[config.mk]
export PLATFORM = sky130hd
export DESIGN_NAME = count_sequencer_flat
export DESIGN_NICKNAME = d
export VERILOG_FILES = /design/src/rtl/count_seq_pkg.sv /design/src/rtl/count_sequencer_if.sv /design/src/rtl/seq_counter.sv /design/src/rtl/count_sequencer.sv /design/src/flat_wrapper.sv
export SDC_FILE = /design/constraint.sdc
export NUM_CORES = 1
export LEC_CHECK = 0
export CAP_MARGIN = 5
export CORE_MARGIN = 4
export CORE_UTILIZATION = 48
export DETAILED_ROUTE_END_ITERATION = 10
export PLACE_DENSITY = 0.76
export SLEW_MARGIN = 5
export SYNTH_ARGS = -nofsm -noshare
export SYNTH_HDL_FRONTEND = slang
export SYNTH_HIERARCHICAL = 1
export SYNTH_SLANG_ARGS = --single-unit
[constraint.sdc]
create_clock -name clk -period 3.3 [get_ports clk]
set_input_delay 0.66 -clock clk [delete_from_list [all_inputs] [get_ports clk]]
set_output_delay 0.66 -clock clk [all_outputs]
set_load 0.005 [all_outputs]
[src/rtl/count_seq_pkg.sv]
// ---------------------------------------------------------------------------
// count_seq_pkg
// Shared definitions for the count_sequencer block: default datapath widths
// and the 2-bit binary state encoding of the sequencing FSM.
// Optional feature macro used by the block: COUNT_SEQ_PAUSE_EN.
// ---------------------------------------------------------------------------
package count_seq_pkg;

  localparam int unsigned DEF_WIDTH = 4;  // counter / limit width
  localparam int unsigned DEF_REPW  = 4;  // repeat-count width

  typedef enum logic [1:0] {
    ST_IDLE = 2'd0,
    ST_RUN  = 2'd1,
    ST_HOLD = 2'd2,
    ST_DONE = 2'd3
  } state_e;

endpackage : count_seq_pkg

[src/rtl/count_sequencer_if.sv]
// ---------------------------------------------------------------------------
// count_sequencer_if
// Request/status bundle between a requesting unit (master) and the
// count_sequencer (slave).
//   start, abort, limit, reps : requester -> sequencer
//   pause                     : requester -> sequencer (COUNT_SEQ_PAUSE_EN only)
//   ready, busy, q, wrap, done: sequencer -> requester
// ---------------------------------------------------------------------------
interface count_sequencer_if #(
  parameter int unsigned WIDTH = 4,
  parameter int unsigned REPW  = 4
) ();

  logic             start;
  logic             abort;
`ifdef COUNT_SEQ_PAUSE_EN
  logic             pause;
`endif
  logic [WIDTH-1:0] limit;
  logic [REPW-1:0]  reps;
  logic             ready;
  logic             busy;
  logic [WIDTH-1:0] q;
  logic             wrap;
  logic             done;

`ifdef COUNT_SEQ_PAUSE_EN
  modport master (output start, abort, pause, limit, reps,
                  input  ready, busy, q, wrap, done);
  modport slave  (input  start, abort, pause, limit, reps,
                  output ready, busy, q, wrap, done);
`else
  modport master (output start, abort, limit, reps,
                  input  ready, busy, q, wrap, done);
  modport slave  (input  start, abort, limit, reps,
                  output ready, busy, q, wrap, done);
`endif

endinterface : count_sequencer_if

[src/rtl/seq_counter.sv]
// ---------------------------------------------------------------------------
// seq_counter
// WIDTH-bit synchronous up-counter with synchronous clear and count enable.
// Clear has priority over enable. Wraps modulo 2^WIDTH.
//   clk    : rising-edge clock
//   reset  : asynchronous, active-low reset (count -> 0)
//   clear  : load 0 on the next edge
//   enable : increment on the next edge
//   q      : current count
// ---------------------------------------------------------------------------
module seq_counter
  import count_seq_pkg::*;
#(
  parameter int unsigned WIDTH = DEF_WIDTH
) (
  input  logic             clk,
  input  logic             reset,
  input  logic             clear,
  input  logic             enable,
  output logic [WIDTH-1:0] q
);

  logic [WIDTH-1:0] count_d, count_q;

  // NOTE: every variable written here gets a default first, so no path
  // through the block leaves it unassigned and no latch is inferred.
  always_comb begin
    count_d = count_q;
    if (clear)       count_d = '0;
    else if (enable) count_d = count_q + WIDTH'(1);
  end

  // NOTE: state registers use non-blocking assignments so every flop samples
  // pre-edge values, independent of block evaluation order.
  always_ff @(posedge clk or negedge reset) begin
    if (!reset) count_q <= '0;
    else        count_q <= count_d;
  end

  assign q = count_q;

endmodule : seq_counter

[src/rtl/count_sequencer.sv]
// ---------------------------------------------------------------------------
// count_sequencer
// Sequences a WIDTH-bit up-counter: on an accepted start it latches a
// terminal value and a repeat count, clears the counter, counts 0..limit
// repeatedly, flags each wrap and pulses done after the final pass.
// A repeat count of 0 runs until abort.
//   clk   : rising-edge clock
//   reset : asynchronous, active-low reset
//   bus   : count_sequencer_if.slave (start/abort/[pause]/limit/reps in,
//           ready/busy/q/wrap/done out)
// Macro COUNT_SEQ_PAUSE_EN: adds the pause input and the HOLD state.
// ---------------------------------------------------------------------------
module count_sequencer
  import count_seq_pkg::*;
#(
  parameter int unsigned WIDTH = DEF_WIDTH,
  parameter int unsigned REPW  = DEF_REPW
) (
  input  logic              clk,
  input  logic              reset,
  count_sequencer_if.slave  bus
);

  state_e           state_d, state_q;
  logic [WIDTH-1:0] limit_d, limit_q;
  logic [REPW-1:0]  rep_d,   rep_q;
  logic [WIDTH-1:0] count;

  logic pause_w;
  logic accept;
  logic advance;
  logic wrap_w;
  logic cnt_clear;
  logic cnt_enable;

`ifdef COUNT_SEQ_PAUSE_EN
  assign pause_w = bus.pause;
`else
  assign pause_w = 1'b0;
`endif

  // abort overrides start, so a same-cycle start never opens a run.
  assign accept  = (state_q == ST_IDLE) && bus.start && !bus.abort;
  assign advance = (state_q == ST_RUN) && !pause_w;
  assign wrap_w  = advance && (count == limit_q);

  // The wrap cycle clears rather than increments, so q never exceeds limit_q.
  assign cnt_clear  = accept || wrap_w || bus.abort;
  assign cnt_enable = advance;

  seq_counter #(.WIDTH(WIDTH)) u_counter (
    .clk    (clk),
    .reset  (reset),
    .clear  (cnt_clear),
    .enable (cnt_enable),
    .q      (count)
  );

  always_comb begin
    state_d = state_q;
    limit_d = limit_q;
    rep_d   = rep_q;

    if (bus.abort) begin
      state_d = ST_IDLE;
    end else begin
      unique case (state_q)
        ST_IDLE: begin
          if (bus.start) begin
            state_d = ST_RUN;
            limit_d = bus.limit;
            rep_d   = bus.reps;
          end
        end
        ST_RUN: begin
`ifdef COUNT_SEQ_PAUSE_EN
          if (pause_w) begin
            state_d = ST_HOLD;
          end else
`endif
          if (wrap_w) begin
            // rep_q == 0 means endless: never decremented, never finishes.
            if (rep_q == REPW'(1))    state_d = ST_DONE;
            else if (rep_q != '0)     rep_d   = rep_q - REPW'(1);
          end
        end
`ifdef COUNT_SEQ_PAUSE_EN
        ST_HOLD: begin
          if (!pause_w) state_d = ST_RUN;
        end
`endif
        ST_DONE: begin
          state_d = ST_IDLE;
        end
        default: begin
          state_d = ST_IDLE;
        end
      endcase
    end
  end

  always_ff @(posedge clk or negedge reset) begin
    if (!reset) begin
      state_q <= ST_IDLE;
      limit_q <= '0;
      rep_q   <= '0;
    end else begin
      state_q <= state_d;
      limit_q <= limit_d;
      rep_q   <= rep_d;
    end
  end

  assign bus.ready = (state_q == ST_IDLE);
  assign bus.busy  = (state_q == ST_RUN) || (state_q == ST_HOLD);
  assign bus.done  = (state_q == ST_DONE);
  assign bus.q     = count;
  assign bus.wrap  = wrap_w;

endmodule : count_sequencer

[src/flat_wrapper.sv]
// flat-port wrapper written by rule: the top's interface ports become plain ports
module count_sequencer_flat import count_seq_pkg::*;
#(
  parameter int unsigned WIDTH = DEF_WIDTH,
  parameter int unsigned REPW  = DEF_REPW
)
  (clk, reset, bus_start, bus_abort, bus_limit, bus_reps, bus_ready, bus_busy, bus_q, bus_wrap, bus_done);
  count_sequencer_if #(.WIDTH(WIDTH), .REPW(REPW)) bus_i ();
  input  logic clk;
  input  logic reset;
  input wire logic [$bits(bus_i.start)-1:0] bus_start;
  input wire logic [$bits(bus_i.abort)-1:0] bus_abort;
  input wire logic [$bits(bus_i.limit)-1:0] bus_limit;
  input wire logic [$bits(bus_i.reps)-1:0] bus_reps;
  output wire logic [$bits(bus_i.ready)-1:0] bus_ready;
  output wire logic [$bits(bus_i.busy)-1:0] bus_busy;
  output wire logic [$bits(bus_i.q)-1:0] bus_q;
  output wire logic [$bits(bus_i.wrap)-1:0] bus_wrap;
  output wire logic [$bits(bus_i.done)-1:0] bus_done;
  assign bus_i.start = bus_start;
  assign bus_i.abort = bus_abort;
  assign bus_i.limit = bus_limit;
  assign bus_i.reps = bus_reps;
  assign bus_ready = bus_i.ready;
  assign bus_busy = bus_i.busy;
  assign bus_q = bus_i.q;
  assign bus_wrap = bus_i.wrap;
  assign bus_done = bus_i.done;
  count_sequencer #(.WIDTH(WIDTH), .REPW(REPW)) u_core (.clk(clk), .reset(reset), .bus(bus_i));
endmodule
# Yosys cells after proc, flatten, opt, wreduce, memory -nomap -nowiden
# Index checks and enable logic that the tools add are counted.
[word_totals] regBits=14 output_inout_bits=8 elab_cells=45
[classes] n_addsub=2 eq_ne=12 muxes=12 bitwise=1 n_reduce_logical=14
[ops] operator="$mux W4" count=6
[ops] operator="$ne A3 B3 Y1 const B" count=3
[ops] operator="$mux W2" count=4
[ops] operator="$ne A2 B2 Y1 const B" count=4
[ops] operator="$pmux W4 S2" count=1
[ops] operator="$reduce_and A3 Y1" count=2
[ops] operator="$reduce_and A6 Y1" count=1
[ops] operator="$add A4 B1 Y4 const B" count=1
[ops] operator="$eq A2 B2 Y1 const B" count=2
[ops] operator="$eq A4 B1 Y1 const B" count=1
[ops] operator="$eq A4 B4 Y1" count=1
[ops] operator="$pmux W2 S2" count=1
[ops] operator="$reduce_bool A2 Y1" count=2
[ops] operator="$reduce_bool A4 Y1" count=1
[ops] operator="$sub A4 B1 Y4 const B" count=1
[ops] operator="$logic_and A1 B1 Y1" count=3
[ops] operator="$logic_or A1 B1 Y1" count=3
[ops] operator="$eq A2 B1 Y1 const B" count=1
[ops] operator="$logic_not A2 Y1" count=1
[ops] operator="$logic_not A1 Y1" count=1
[ops] operator="$not A1 Y1" count=1

# Depth between registers and ports, before layout
# Gate-level depths: netlist of the first run.
[logic_depth] depth_word=6 depth_mapped=8

# Hierarchy
# The synthesis of the first run kept the hierarchy.
[modules_own_cells] module="count_sequencer" instances=1 cells_each=73 area_each_um2=713.2 seq_area_each_um2=250.2
[modules_own_cells] module="seq_counter" instances=1 cells_each=16 area_each_um2=192.7 seq_area_each_um2=100.1

# Worst setup path before layout of the first run
# OpenSTA, ideal clock, no wires.
[synth_path] path_type="flip-flop to flip-flop" start="register u_core.state_q[1]" end="register u_core.rep_q[2]" arrival_ps=1823 required_ps=3231 path_slack_ps=1408 stages_incl_launch_ff=8 path_cell_list="dfrtp_1 inv_1 ha_1 buf_6 nand2b_4 a221o_1 or4_1 nand3_1"
[synth_via] elab_chain_cells=4 elab_cells_between_ends=10 classes_between="eq/ne (5); mux (1); reduce/logical (4)"
[synth_lines] element="from (decl)" line="count_sequencer.sv:24" text="state_e state_d, state_q;"
[synth_lines] element="from (signal assigned)" line="count_sequencer.sv:108" text="state_q <= state_d;"
[synth_lines] element="$eq A2 B1 Y1 *" line="count_sequencer.sv:44" text="assign advance = (state_q == ST_RUN) && !pause_w;"
[synth_lines] element="via u_core.advance" line="count_sequencer.sv:31" text="logic advance;"
[synth_lines] element="$logic_and A1 B1 Y1" line="count_sequencer.sv:45" text="assign wrap_w = advance && (count == limit_q);"
[synth_lines] element="$ne A2 B2 Y1 (no source line)"
[synth_lines] element="$reduce_and A6 Y1 (no source line)"
[synth_lines] element="to (signal assigned)" line="count_sequencer.sv:110" text="rep_q <= rep_d;"
[synth_lines] element="to (decl)" line="count_sequencer.sv:26" text="logic [REPW-1:0] rep_d, rep_q;"
# Mark *: on every way through the listed nets, which the timed path passes. The rest lies on a longest branch.
# A chain may end at the register's enable or synchronous reset.

# Worst setup path after layout of the first run
[layout_path] start="register u_core.u_counter.count_q[0] (netlist: u_core/u_counter/q[0])" end="output bus_wrap"
[layout_via] elab_chain_cells=2
[layout_lines] element="from (decl)" line="seq_counter.sv:23" text="logic [WIDTH-1:0] count_d, count_q;"
[layout_lines] element="from (signal assigned)" line="seq_counter.sv:37" text="else count_q <= count_d;"
[layout_lines] element="$eq A4 B4 Y1" line="count_sequencer.sv:45"
[layout_lines] element="$logic_and A1 B1 Y1" line="count_sequencer.sv:45"
[layout_lines] element="to (decl)" line="flat_wrapper.sv:18" text="output wire logic [$bits(bus_i.wrap)-1:0] bus_wrap;"
# No other way between the ends.

==> results summary, run 1 <==
After synthesis, flip-flops and latches occupy 38.7% of the total area. The antenna diode count is 0. The time the final worst path needs with I/O delays and setup came out at 2.59 ns. The fraction of layout cells with a size suffix above 1 is 15.5%. The top-level I/O count came out at 20. The internal power of the cells is 380 uW.

The share of total power dissipated in sequential elements is 42.3%. The starting utilization of the core area came out at 51.3%. For this run, the leading register cell type out of synthesis is dfrtp_1. The total detailed-routing wirelength is 1940 um.

The length of routed wiring on met1 came out at 880 um. The number of pins exceeding their max-slew limit in the final report came out at 0. The signal on the critical path passes through xnor2_1 > nand4_1 > nor2_1 > clkdlybuf4s50_1. The synthesized netlist net count is 108. The cell at the root of the clock tree is clkbuf_4.

Among cell families on the critical path, the largest total delay comes from buffers and inverters. The number of buffers and inverters on the critical path came out at 1. The number of global-route vias before repair came out at 730. The endpoint arrival time on the critical path came out at 1.93 ns. The cell row count came out at 15.

The clock drives 14 sinks. The maximum number of pins on one net before global-route repair is 15. The TritonCTS clock tree is built. The highest achievable clock rate came out at 386 MHz. The setup slack after layout is 0.713 ns. In this run the critical register-to-register path is captured at u_core/rep_q[2]$_DFFE_PN0P_. The transition time at the pin with the least slew margin came out at 0.641 ns. In this run the most critical hold path is launched from u_core/limit_q[0]$_DFFE_PN0P_. The buffer levels on the longest clock path came out at 2. The run finished with clean final reports. The worst path uses 78.4% of the clock period. In this run the worst hold path is classified as reg2reg. After clock tree synthesis, the clock-pin slew on the worst setup and hold paths is 0.09 ns. Along the worst hold path, the cell count comes to 1. The setup path with the least slack is of type reg2out. The total routing resource utilization after global routing is 17.2%. On the final layout, the worst clock skew is 0.00260 ns.

Yosys printed 6 warnings. The post-synthesis cell area came out at 906 sq um. The share of power burned in the clock network is 21.6%. The average cell area after synthesis is 10.2 sq um. The detailed-placement wirelength estimate is 1530 um.

The register-to-register path setup slack is 1.34 ns. The number of distinct library cells after synthesis is 38. The net count of the finished layout is 130. The worst hold slack came out at 0.536 ns. The number of DRC violations after detailed-routing iteration 0 came out at 15. The final setup violation count is 0. Measured along the y axis, the die boundary spans 51.4 um.

The die area is 2650 sq um. Dividing the detail-routed wire length by the instance count gives 14.4 um. The max-capacitance violation count is 0. In this run, post-CTS hold repair placed 0 buffers. The critical path data required time came out at 2.64 ns.

The initial antenna violation count came out at 0. The maximum fanout encountered on the critical timing path came out at 5. The number of H-tree branching levels came out at 1. The power per cell area came out at 503 nW/um^2.

The via count of the routed design is 767. The hold violation count in the final report came out at 0. The final routed DRC violation total is 0.

Input and output buffers added on the ports amount to 19. After global routing the overflow that remains totals 0. The number of synthesized flops with an enable pin is 0. The cell count after synthesis came out at 89. The cell depth of the worst flop-to-flop path is 7. The routed length on met2 came out at 902 um.

The number of nets with antenna violations after detailed routing came out at 0. The detailed-routed wire length on met3 is 123 um. The worst stage delay on the critical path is 0.54 ns.

The number of iterations in the first detailed-routing pass is 4. The worst hold endpoint is u_core/limit_q[0]$_DFFE_PN0P_. Compared with the post-synthesis result, the final layout area differs by 27.2%. The worst slew margin relative to its limit came out at 57.1%. The die is 51.4 um wide. Setup repair after global routing left no endpoint under its margin.

The first global-routing pass estimated 3310 um of wire. The per-cell via count in the routed design came out at 5.68. Counting the buffers created by CTS gives 3. The area of the core is 1760 sq um.

In the final timing run, aggregate negative setup slack is 0 ns. Before CTS, the worst setup slack after placement is 0.962 ns. After synthesis the netlist holds a flip-flop and latch count of 14. The number of placed instances, taps included, is 131. The kind of end point of the critical path is an output pin. The power dissipated by switching net loads is 200 uW. The worst register-to-register path begins at u_core/state_q[1]$_DFFE_PN0P_. The switching power as a share of total power is 34.5%.

The highest ir drop seen on vdd is 0.000350 V. For this design the static power due to leakage is 0.471 nW. The slowest library cell on the worst path is clkdlybuf4s50_1. The global placer's final weighted congestion came out at 0.888.

The clock latency on the worst-skew pair came out at 0.29 ns. STA classifies the critical path startpoint as a flop. In this run the top signal layer used is met4. The post-cts resize count is 0.

The number of buffers inserted to repair setup after CTS is 0. The number of non-filler instances in the completed layout is 135. Combinational logic burns 36.1% of the power. The share of synthesized flip-flops with an asynchronous set or reset came out at 100%.
==> cell families after synthesis <==
group                    count (synthesis)  share of synthesized area (%)
AO/OA/AOI/OAI                           20                           16.4
AND/OR/NAND/NOR                         28                           18.1
XOR/XNOR                                 5                           4.83
adder cells (fa/ha/maj)                  7                           9.67
multiplexers                             6                           7.73
buffers and inverters                    9                           4.56
flip-flops                              14                           38.7
==> area by class of cell <==
cell class | count | area, sq um
well taps | 25 | 31.3
clock buffers | 4 | 36.3
inverters | 6 | 22.5
repair buffers | 20 | 198
flip-flops and latches | 14 | 350
multi-input cells | 66 | 514
fillers | 172 | 612
==> worst register-to-register path, delay by kind of cell (launching register included) <==
kind / cells / cell delay, ns
simple gates: 3 / 0.65
flops: 1 / 0.38
buf+inv: 2 / 0.32
fa+ha+maj: 1 / 0.18
compound gates: 1 / 0.37
==> synth_stat cells (all sizes together) (2+ instances only) <==
| master | instances | area [sq um] |
|---|---|---|
| nand3 | 2 | 10.0 |
| xnor2 | 5 | 43.8 |
| or2 | 2 | 12.5 |
| clkbuf | 2 | 7.51 |
| nor3 | 2 | 10.0 |
| a21oi | 3 | 15.0 |
| mux2 | 5 | 60.1 |
| o22ai | 2 | 12.5 |
| ha | 7 | 87.6 |
| nand4 | 3 | 18.8 |
| o211ai | 2 | 15.0 |
| a31oi | 2 | 12.5 |
| a221oi | 3 | 26.3 |
| dfrtp | 14 | 350 |
| nor2 | 6 | 22.5 |
| inv | 6 | 22.5 |
| nand2 | 4 | 15.0 |
==> power by group through the flow <==
stage | clock [mW] | sequential (mW) | combinational [mW]
2_1_floorplan | 0 | 0.238 | 0.152
3_3_place_gp | 0 | 0.249 | 0.205
3_5_place_dp | 0 | 0.249 | 0.209
4_1_cts | 0.130 | 0.245 | 0.210
5_1_grt | 0.137 | 0.254 | 0.233
6_report | 0.126 | 0.245 | 0.209
==> flip-flops by register name, indices dropped and copies added, names as in the netlist <==
signal              flops
u_core/rep_q            4
u_core/limit_q          4
u_core/state_q          2
u_core/u_counter/q      4
==> how the worst max path moves through the flow <==
stage | slack [ns] | start | cells after the start | endpoint
2_1_floorplan | 1.41 | u_core/state_q[1]$_DFFE_PN0P_ | 7 | u_core/rep_q[2]$_DFFE_PN0P_
3_3_place_gp | 0.99 | bus_start | 5 | u_core/rep_q[2]$_DFFE_PN0P_
3_5_place_dp | 0.96 | bus_start | 5 | u_core/rep_q[2]$_DFFE_PN0P_
4_1_cts | 0.73 | u_core/u_counter/q[0]$_DFFE_PN0P_ | 4 | bus_wrap
5_1_grt | 0.60 | u_core/u_counter/q[0]$_DFFE_PN0P_ | 4 | bus_wrap
6_report | 0.71 | u_core/u_counter/q[0]$_DFFE_PN0P_ | 4 | bus_wrap
==> cells in the final DEF (no fill, tap or decap), types with 4 or more instances in the layout <==
cell and instances:
mux2_2 4, nand2_1 4, inv_1 6, ha_1 7, clkdlybuf4s50_1 19, xnor2_1 5, dfrtp_1 14, nor2_1 6
==> routing by layer <==
layer  up-vias  global-route usage [%]
li1        371                       -
met1       363                    22.5
met2        29                    26.3
met3         4                    3.50
met4         0                    9.17
met5         -                       0
==> per-stage QoR <==
step / total power, mW / area, sq um / utilization, %
floorplan: 0.389 / 906 / -
global placement: 0.454 / 1120 / 63.3
detailed placement: 0.458 / 1120 / 63.3
CTS: 0.585 / 1150 / 65.3
global route: 0.625 / 1150 / 65.3
finish: 0.580 / 1150 / 65.3
No activity file was read; power rests on OpenSTA's default activity.
==> run 2, diff against run 1 <==
clock period = 2.6 ns   (was 3.3 ns; I/O delays follow)
==> results summary, run 2 (synthesis gave the netlist of run 1 again) <==
The post-cts resize count came out at 0 (unchanged). The summed negative setup slack over all endpoints came to 0 ns (unchanged). The hold buffer count at CTS came out at 0 (unchanged). The number of buffers inserted to repair setup after CTS is 0 (unchanged).

TritonCTS built the clock tree. The total detailed-routing wirelength was 1950 um (+0.51%). In this run the critical register-to-register path is launched from u_core/state_q[1]$_DFFE_PN0P_. The tightest min-delay check is of the reg2reg type. The leftover overflow at the end of global routing is 0 (unchanged). The number of H-tree branching levels came to 1 (unchanged). The detailed-placement wirelength estimate is 1520 um (-0.73%). Setup repair after global routing left no endpoint under its margin. The chip height was 51.4 um (unchanged). The number of buffers added by the clock tree synthesis step is 3 (unchanged). The maximum number of pins on one net before global-route repair is 15 (unchanged). The per-cell via count in the routed design came out at 5.71 (+0.52%). The library cells used most frequently in the layout, excluding fill and tap cells, are clkdlybuf4s50_1 (19), dfrtp_1 (14), ha_1 (7). The cell row count was 15 (unchanged). The fraction of layout cells with a size suffix above 1 is 15.5% (unchanged).

The worst hold slack was 0.547 ns (+0.0114 ns). The total routing resource utilization after global routing came to 17.4% (+0.27 points). The sink count of the clock tree is 14 (unchanged). The area overhead of the layout relative to synthesis is 27.2% (unchanged). The post-route clock skew came out at 0.00429 ns (+0.00169 ns).

In this run the critical register-to-register path is captured at u_core/rep_q[2]$_DFFE_PN0P_. The antenna diode count is 0 (unchanged). The number of iterations in the first detailed-routing pass came out at 4 (unchanged). The length of routed wiring on met1 is 889 um (+1.0%). The area of the core came to 1760 sq um (unchanged). The number of pins exceeding their max-slew limit in the final report came out at 0 (unchanged).

The number of global-route vias before repair is 773 (+5.9%). The number of nets with antenna violations after detailed routing was 0 (unchanged). The kind of end point of the critical path is an output pin. The power per cell area came out at 633 nW/um^2 (+26%). The max-capacitance violation count is 0 (unchanged). The number of DRC violations after detailed-routing iteration 0 came out at 9 (-6). In this run the top signal layer used is met4.

The cell at the root of the clock tree is clkbuf_4. The transition time at the pin with the least slew margin is 0.646 ns (+0.00505 ns). The final routed wire length divided by cell count is 14.5 um (+0.51%). The highest ir drop seen on vdd came out at 0.000440 V (+26%). The net count of the finished layout came out at 130 (unchanged). For this run, the top clock speed supported by timing is 414 MHz. The register-to-register path setup slack came out at 0.65 ns (-0.69 ns). The initial antenna violation count was 0 (unchanged).

The count of input and output buffers came out at 19 (unchanged). The via count of the routed design was 771 (+0.52%). The buffer levels on the longest clock path came out at 2 (unchanged).

The critical path is of the reg2out type. The starting utilization of the core area was 51.3% (unchanged). The top-level I/O count is 20 (unchanged). The final routed DRC violation total came out at 0 (unchanged). The worst slew margin relative to its limit came out at 56.8% (-0.34 points).

The die area is 2650 sq um (unchanged). In this run the worst setup path terminates at bus_wrap. The maximum fanout encountered on the critical timing path is 5 (unchanged). The cell depth of the worst flop-to-flop path came out at 7 (unchanged). Tracing the worst setup path back leads to its startpoint at u_core/u_counter/q[0]$_DFFE_PN0P_. The element type at the critical path start is a flop. The critical path data required time came out at 2.08 ns (-0.56 ns). The hold violation count in the final report came out at 0 (unchanged). The global placer's final weighted congestion came out at 0.942 (+6.1%).

The final setup violation count came out at 0 (unchanged). The run finished with clean final reports. The final period utilization came out at 92.8%. The clock latency on the worst-skew pair is 0.27 ns (-0.02 ns). The die outline width came out at 51.4 um (unchanged). Leaving out fill and tap cells, the most frequent cell in the layout is clkdlybuf4s50_1. The routed length on met2 is 910 um (+0.89%). The post-CTS clock slew at the launch and capture registers of the worst setup and hold paths is 0.08 ns (about the same). The detailed-routed wire length on met3 came out at 118 um (-4.1%). The leakage power total came to 0.471 nW (unchanged). The time the final worst path needs with I/O delays and setup is 2.41 ns. The endpoint arrival time on the critical path is 1.89 ns (-0.04 ns). The global-route wire length before repair was 3430 um (+3.8%).
-- run 2: cell counts in the layout (fill, tap and decap cells not counted) --
No cell type changed its count.
-- run 2: critical path: stages, from the launching register on --
cell and delay, ns:
dfrtp_1 0.45, xnor2_1 0.19, nand4_1 0.23, nor2_1 0.21
clkdlybuf4s50_1 0.54
-- run 2: layout make-up --
cell class | instances | area (sq um)
clock buffers | 4 | 36.3
fillers | 157 | 612
inverters | 6 | 22.5
multi-input cells | 66 | 514
flip-flops and latches | 14 | 350
well taps | 25 | 31.3
repair buffers | 20 | 198
-- run 2: how the worst min path moves through the flow --
stage,slack (ns),depth (start not counted),endpoint,from
6_report,0.55,1,u_core/limit_q[0]$_DFFE_PN0P_,u_core/limit_q[0]$_DFFE_PN0P_
5_1_grt,0.58,1,u_core/limit_q[0]$_DFFE_PN0P_,u_core/limit_q[0]$_DFFE_PN0P_
4_1_cts,0.55,1,u_core/limit_q[0]$_DFFE_PN0P_,u_core/limit_q[0]$_DFFE_PN0P_
3_5_place_dp,0.53,1,u_core/limit_q[0]$_DFFE_PN0P_,u_core/limit_q[0]$_DFFE_PN0P_
3_3_place_gp,0.52,1,u_core/limit_q[0]$_DFFE_PN0P_,u_core/limit_q[0]$_DFFE_PN0P_
2_1_floorplan,0.22,0,u_core/limit_q[0]$_DFFE_PN0P_,reset
-- run 2: metal layers --
layer | GRT usage, % | vias to the layer above
li1 | - | 372
met1 | 22.2 | 362
met2 | 28.6 | 33
met3 | 5.54 | 4
met4 | 3.93 | 0
met5 | 0 | -
-- run 2: power by group --
group          internal, mW  total [mW]  switching, mW
combinational         0.134       0.266          0.132
sequential            0.263       0.311         0.0476
clock                0.0851       0.152         0.0674
-- run 2: stage by stage --
stage | total power [mW] | util (%) | setup WS (ns) | instance area [sq um] | cells
2_1_floorplan | 0.494 | - | 0.708 | 906 | 89
3_3_place_gp | 0.572 | 63.3 | 0.441 | 1120 | 131
3_5_place_dp | 0.580 | 63.3 | 0.433 | 1120 | 131
4_1_cts | 0.738 | 65.3 | 0.167 | 1150 | 135
5_1_grt | 0.790 | 65.3 | 0.00602 | 1150 | 135
6_report | 0.730 | 65.3 | 0.187 | 1150 | 135
==> run 3, diff against run 2 <==
CTS_CLUSTER_DIAMETER = 30   (was unset)
==> results of run 3 <==
No change in the layout: final DEF, timing and power equal those of run 2.
==> RTL change 1 (settings of run 2) <==
Reset style: synchronous (`reset`), changed in 2 clocked blocks. Comments in the files are not updated.
--- a/src/rtl/seq_counter.sv
+++ b/src/rtl/seq_counter.sv
@@ -33,5 +33,5 @@
   // NOTE: state registers use non-blocking assignments so every flop samples
   // pre-edge values, independent of block evaluation order.
-  always_ff @(posedge clk or negedge reset) begin
+  always_ff @(posedge clk) begin
     if (!reset) count_q <= '0;
     else        count_q <= count_d;
--- a/src/rtl/count_sequencer.sv
+++ b/src/rtl/count_sequencer.sv
@@ -100,5 +100,5 @@
   end
 
-  always_ff @(posedge clk or negedge reset) begin
+  always_ff @(posedge clk) begin
     if (!reset) begin
       state_q <= ST_IDLE;
Formal check against the unedited RTL: differs if reset is asserted again (counterexample within 4 cycles, from zero or initial values and one cycle with reset low); with reset held inactive, the same outputs for 10 cycles.
==> RTL change 1 against run 2 <==
Cell area increased by 0.76%; register-to-register slack improved by 40 ps; setup slack improved by 74 ps; wire length decreased by 3.6%; global-route usage decreased by 1.3 points; first-iteration DRC count increased by 110%; worst hold slack got worse by 12 ps; clock skew decreased by 3.2 ps; sequential cell count unchanged; area after synthesis decreased by 0.55%; critical path type unchanged; largest cell class unchanged.
Power is not compared: it rests on default switching activity, and its combinational part moved more than twofold at a synthesized area within 25%.
==> RTL change 1: results (changes against run 2) <==
DRC Markers 0 (unchanged); layout cells sized above 1 0.08696 (-0.06759); TritonCTS Buffers 3 (unchanged); gpl congestion 0.7604 (-19%); drt first-iter violations 19 (+10); post-DP HPWL 1557 um (+2.2%); first-pass GRT wire length 3201 um (-6.6%); slew margin rel. 0.6283 (+0.06039); vias 736 (-4.5%); largest net degree at the start of global routing 10 (-5); Commonest cells post-synth dfxtp_1, ha_1, mux2i_1, nor2_1, inv_1; worst vdd ir around 0.33 mV; Worst Path Arrival 1820 ps (-70 ps); Leak 0.4832 nW; Worst-path clk slew around 90 ps; share of the yosys chip area belonging to registers 0.3111 (-0.07563); Ant. Diodes 0 (unchanged); final setup fails 0 (unchanged); highest-delay cell along the critical path clkdlybuf4s50_1; outcome finished, final reports clean; Root Buffer clkbuf_4; WL per Instance 13.45 um (-7.1%); Net Count, Synth 113 (+4.6%); drt pass-1 iters 4 (unchanged); clk_lat worst skew between 200 and 300 ps; Slowest Stage Delay on Critical Path 510 ps (-30 ps); Min-Delay Path Class register to register; Async SR Flop Fraction 0 (-1.000); CP max FO 8 (+3); top cells by area, synth dfxtp_1, ha_1, mux2i_1; Setup Skew 1.106 ps (-3.185 ps); Post-CTS Setup Bufs 0 (unchanged); clk buf depth 2 (unchanged); post-cts sizing count 0 (unchanged); Fillers 153 (-2.5%); PortBufs 19 (unchanged); placed cell area 1125 um2 (+0.78%); number of library cell types mapped by synthesis 32 (-16%); Total GRT Usage 0.1615 (-0.01281); Yosys warnings 6 (unchanged); # H-tree levels 1 (unchanged); initial antenna violation count 0 (unchanged); Net count, final 137 (+5.4%)
RTL change 1: cell types whose count changed after synthesis, sizes merged, moves of 3 or more:
cell,run 2,this run
xor2,0,4
xnor2,5,2
a311oi,0,3
dfrtp,14,0
mux2,5,0
dfxtp,0,14
a221oi,3,0
mux2i,1,9
RTL change 1: path summary, 6_finish.rpt:
path | startpoint | to | slack (ps) | cells past startpoint
setup / recovery | u_core/state_q[1] | bus_wrap | 260 | 4
hold / removal | u_core/limit_q[1] | u_core/limit_q[1] | 530 | 2
setup reg to reg | u_core/state_q[1] | u_core/rep_q[1] | 690 | 6
hold reg to reg | u_core/limit_q[1] | u_core/limit_q[1] | 530 | 2
RTL change 1: layout make-up:
cell class	instances	area, um2	area share
Clock buffer	4	36.28	0.03125
Timing Repair Buffer	20	197.7	0.1703
Inverter	6	22.52	0.01940
Tap cell	25	31.28	0.02694
Sequential cell	14	280.3	0.2414
Multi-Input combinational cell	71	593.1	0.5108
RTL change 1: logic make-up after synthesis:
kind of cell | after synthesis | synth area share
AND/OR/NAND/NOR | 30 | 0.2070
adder cells (fa/ha/maj) | 9 | 0.1250
flip-flops | 14 | 0.3111
XOR/XNOR | 6 | 0.06668
multiplexers | 9 | 0.1000
buffers and inverters | 7 | 0.03055
AO/OA/AOI/OAI | 17 | 0.1597
RTL change 1: metrics by stage:
stage	setup slack, ps	instances
after floorplan	783.3	92
after global placement	503.3	136
after detailed placement	470.4	136
after CTS	242.6	140
after global routing	146.8	140
final	260.9	140
RTL change 1: critical path: cells and delay by family (launching register included):
kind	cells	cell delay (ps)
simple gates	1	210
flops	1	330
fa+ha+maj	1	360
buf+inv	2	640
RTL change 1: per-layer routing:
metal,routed length (um),track usage,share of wire,vias up
met2,1000,0.2897,0.53,14
met3,66,0.02624,0.035,2
met4,9,0.07424,0.0048,0
met1,806,0.1852,0.43,344
li1,-,-,-,376
met5,0,0,0,-
RTL change 1: report_power, final:
part | internal (mW) | switching [mW] | total, mW
registers | 0.226 | 0.0131 | 0.239
logic | 0.0683 | 0.0603 | 0.129
clock network | 0.0852 | 0.0727 | 0.158
total | 0.379 | 0.146 | 0.525
==> RTL change 2 (settings of run 2) <==
Without the edit above. `DEF_REPW`: 4 -> 2.
--- a/src/rtl/count_seq_pkg.sv
+++ b/src/rtl/count_seq_pkg.sv
@@ -8,5 +8,5 @@
 
   localparam int unsigned DEF_WIDTH = 4;  // counter / limit width
-  localparam int unsigned DEF_REPW  = 4;  // repeat-count width
+  localparam int unsigned DEF_REPW  = 2;  // repeat-count width
 
   typedef enum logic [1:0] {
Interface: changed (resized bus_reps); port bits go from 20 to 18. The function was not compared with the original's and may differ.
==> RTL change 2 against run 2 <==
Area after synthesis decreased by 14%; cell count decreased by 17%; sequential cell count decreased by 2; wire length decreased by 20%; setup slack got worse by 18 ps; cell area decreased by 12%; combinational power increased by 42%; register-to-register slack got worse by 100 ps; power increased by 12%; sequential power decreased by 7.1%; non-clock buffer count decreased by 1.
==> RTL change 2: results (changes against run 2) <==
outcome finished, final reports clean; # H-tree levels 1 (unchanged); Detailed Route WL 1556 um (-20%); post-DP HPWL 1221 um (-20%); WL per Instance 13.89 um (-4.0%); r2r startpoint u_core/state_q[1]; Rows 14 (-1); Vias per Instance 5.295 (-7.3%); Int Pwr 0.5124 mW (+6.2%); Comb power frac 0.463 (+0.098); first-pass GRT wire length 2539 um (-26%); critical path's top delay family simple AND/OR/NAND/NOR gates; Net Count, Synth 92 (-15%); drt pass-1 iters 4 (unchanged); Worst Path Arrival 1910 ps (+20 ps); worst vdd ir 0.4942 mV (+12%); Worst Hold Launch u_core/limit_q[2]; r2r endpoint u_core/rep_q[1]; post-cts sizing count 0 (unchanged); largest net degree at the start of global routing 13 (-2); Slowest Stage Delay on Critical Path 500 ps (-40 ps); r2r setup slk 550 ps (-100 ps); slew margin rel. 0.6502 (+0.08225); PortBufs 17 (-2); placed insts 107 (-18%); Yosys warnings 6 (unchanged); Critical Path Start u_core/u_counter/q[1]; drt first-iter violations 3 (-6); number of library cell types mapped by synthesis 28 (-26%); number of global-route vias before repair 583 (-25%); share of the yosys chip area belonging to registers 0.3846 (-0.002125); Setup Skew 6.132 ps (+1.840 ps); Cells after Synth 76 (-15%); top cells by area, synth dfrtp_1, ha_1, mux2_2; layout cells sized above 1 0.1771 (+0.02254)
RTL change 2: worst register-to-register path, cell delays in order (launching register included):
cell	delay, ps
dfrtp_1	390
inv_1	110
ha_1	320
buf_4	220
mux2i_1	90
or2_2	290
a21oi_1	130
or3b_1	370
RTL change 2: final cells by class:
type / instances / area, um2 / area share
multi-input combinational: 54 / 441.7 / 0.4374
sequential: 12 / 300.3 / 0.2974
timing repair buffer: 19 / 185.2 / 0.1834
clock buffer: 4 / 36.28 / 0.03594
inverter: 7 / 26.28 / 0.02602
tap: 16 / 20.02 / 0.01983
RTL change 2: worst min-delay path by stage:
stage | end | slack (ps) | depth (start not counted)
4_1_cts | u_core/limit_q[2] | 530 | 1
3_3_place_gp | u_core/limit_q[2] | 510 | 1
3_5_place_dp | u_core/limit_q[2] | 520 | 1
5_1_grt | u_core/limit_q[2] | 560 | 1
6_report | u_core/limit_q[2] | 530 | 1
2_1_floorplan | u_core/limit_q[0] | 220 | 0
RTL change 2: power groups by stage:
stage	Combinational (mW)	Clock, mW	Sequential (mW)
after floorplan	0.262	0	0.281
after global placement	0.361	0	0.289
after detailed placement	0.369	0	0.294
after CTS	0.372	0.156	0.289
after global routing	0.415	0.170	0.297
final	0.378	0.149	0.289
RTL change 2: layer usage:
metal	global-route usage	routed length [um]	share of wire	vias to the layer above
met1	0.1627	707	0.45	276
met3	0.04908	72	0.046	0
met5	0	0	0	-
li1	-	-	-	305
met4	0.02765	0	0	0
met2	0.2304	777	0.50	12
RTL change 2: kinds of logic (layout without fill, tap and decap cells):
group	after synthesis	count (layout)	synth area share
AOI/OAI and AO/OA	10	10	0.09775
xor gates and xnor gates	5	5	0.05609
adders and majority gates	6	6	0.09615
buffers and inverters	10	30	0.04968
DFF	12	12	0.3846
muxes	8	8	0.1154
and+or+nand+nor	25	25	0.2003
RTL change 2: timing repair:
item	in CTS	in global routing
hold buffers	0	0
buffers inserted	0	1
endpoints found under the setup margin	0	1
endpoints found under the hold margin	0	0
RTL change 2: per-stage QoR:
step / hold WS [ps] / utilization / power, mW / cell area [um2] / setup slack (ps)
floorplan: 224.4 / - / 0.5434 / 780.7 / 723.8
detailed placement: 516.0 / 0.6338 / 0.6630 / 965.9 / 361.1
global placement: 514.3 / 0.6338 / 0.6498 / 965.9 / 417.4
global route: 556.1 / 0.6626 / 0.8815 / 1010 / 63.06
finish: 529.4 / 0.6626 / 0.8158 / 1010 / 169.1
CTS: 533.3 / 0.6576 / 0.8167 / 1002 / 59.72
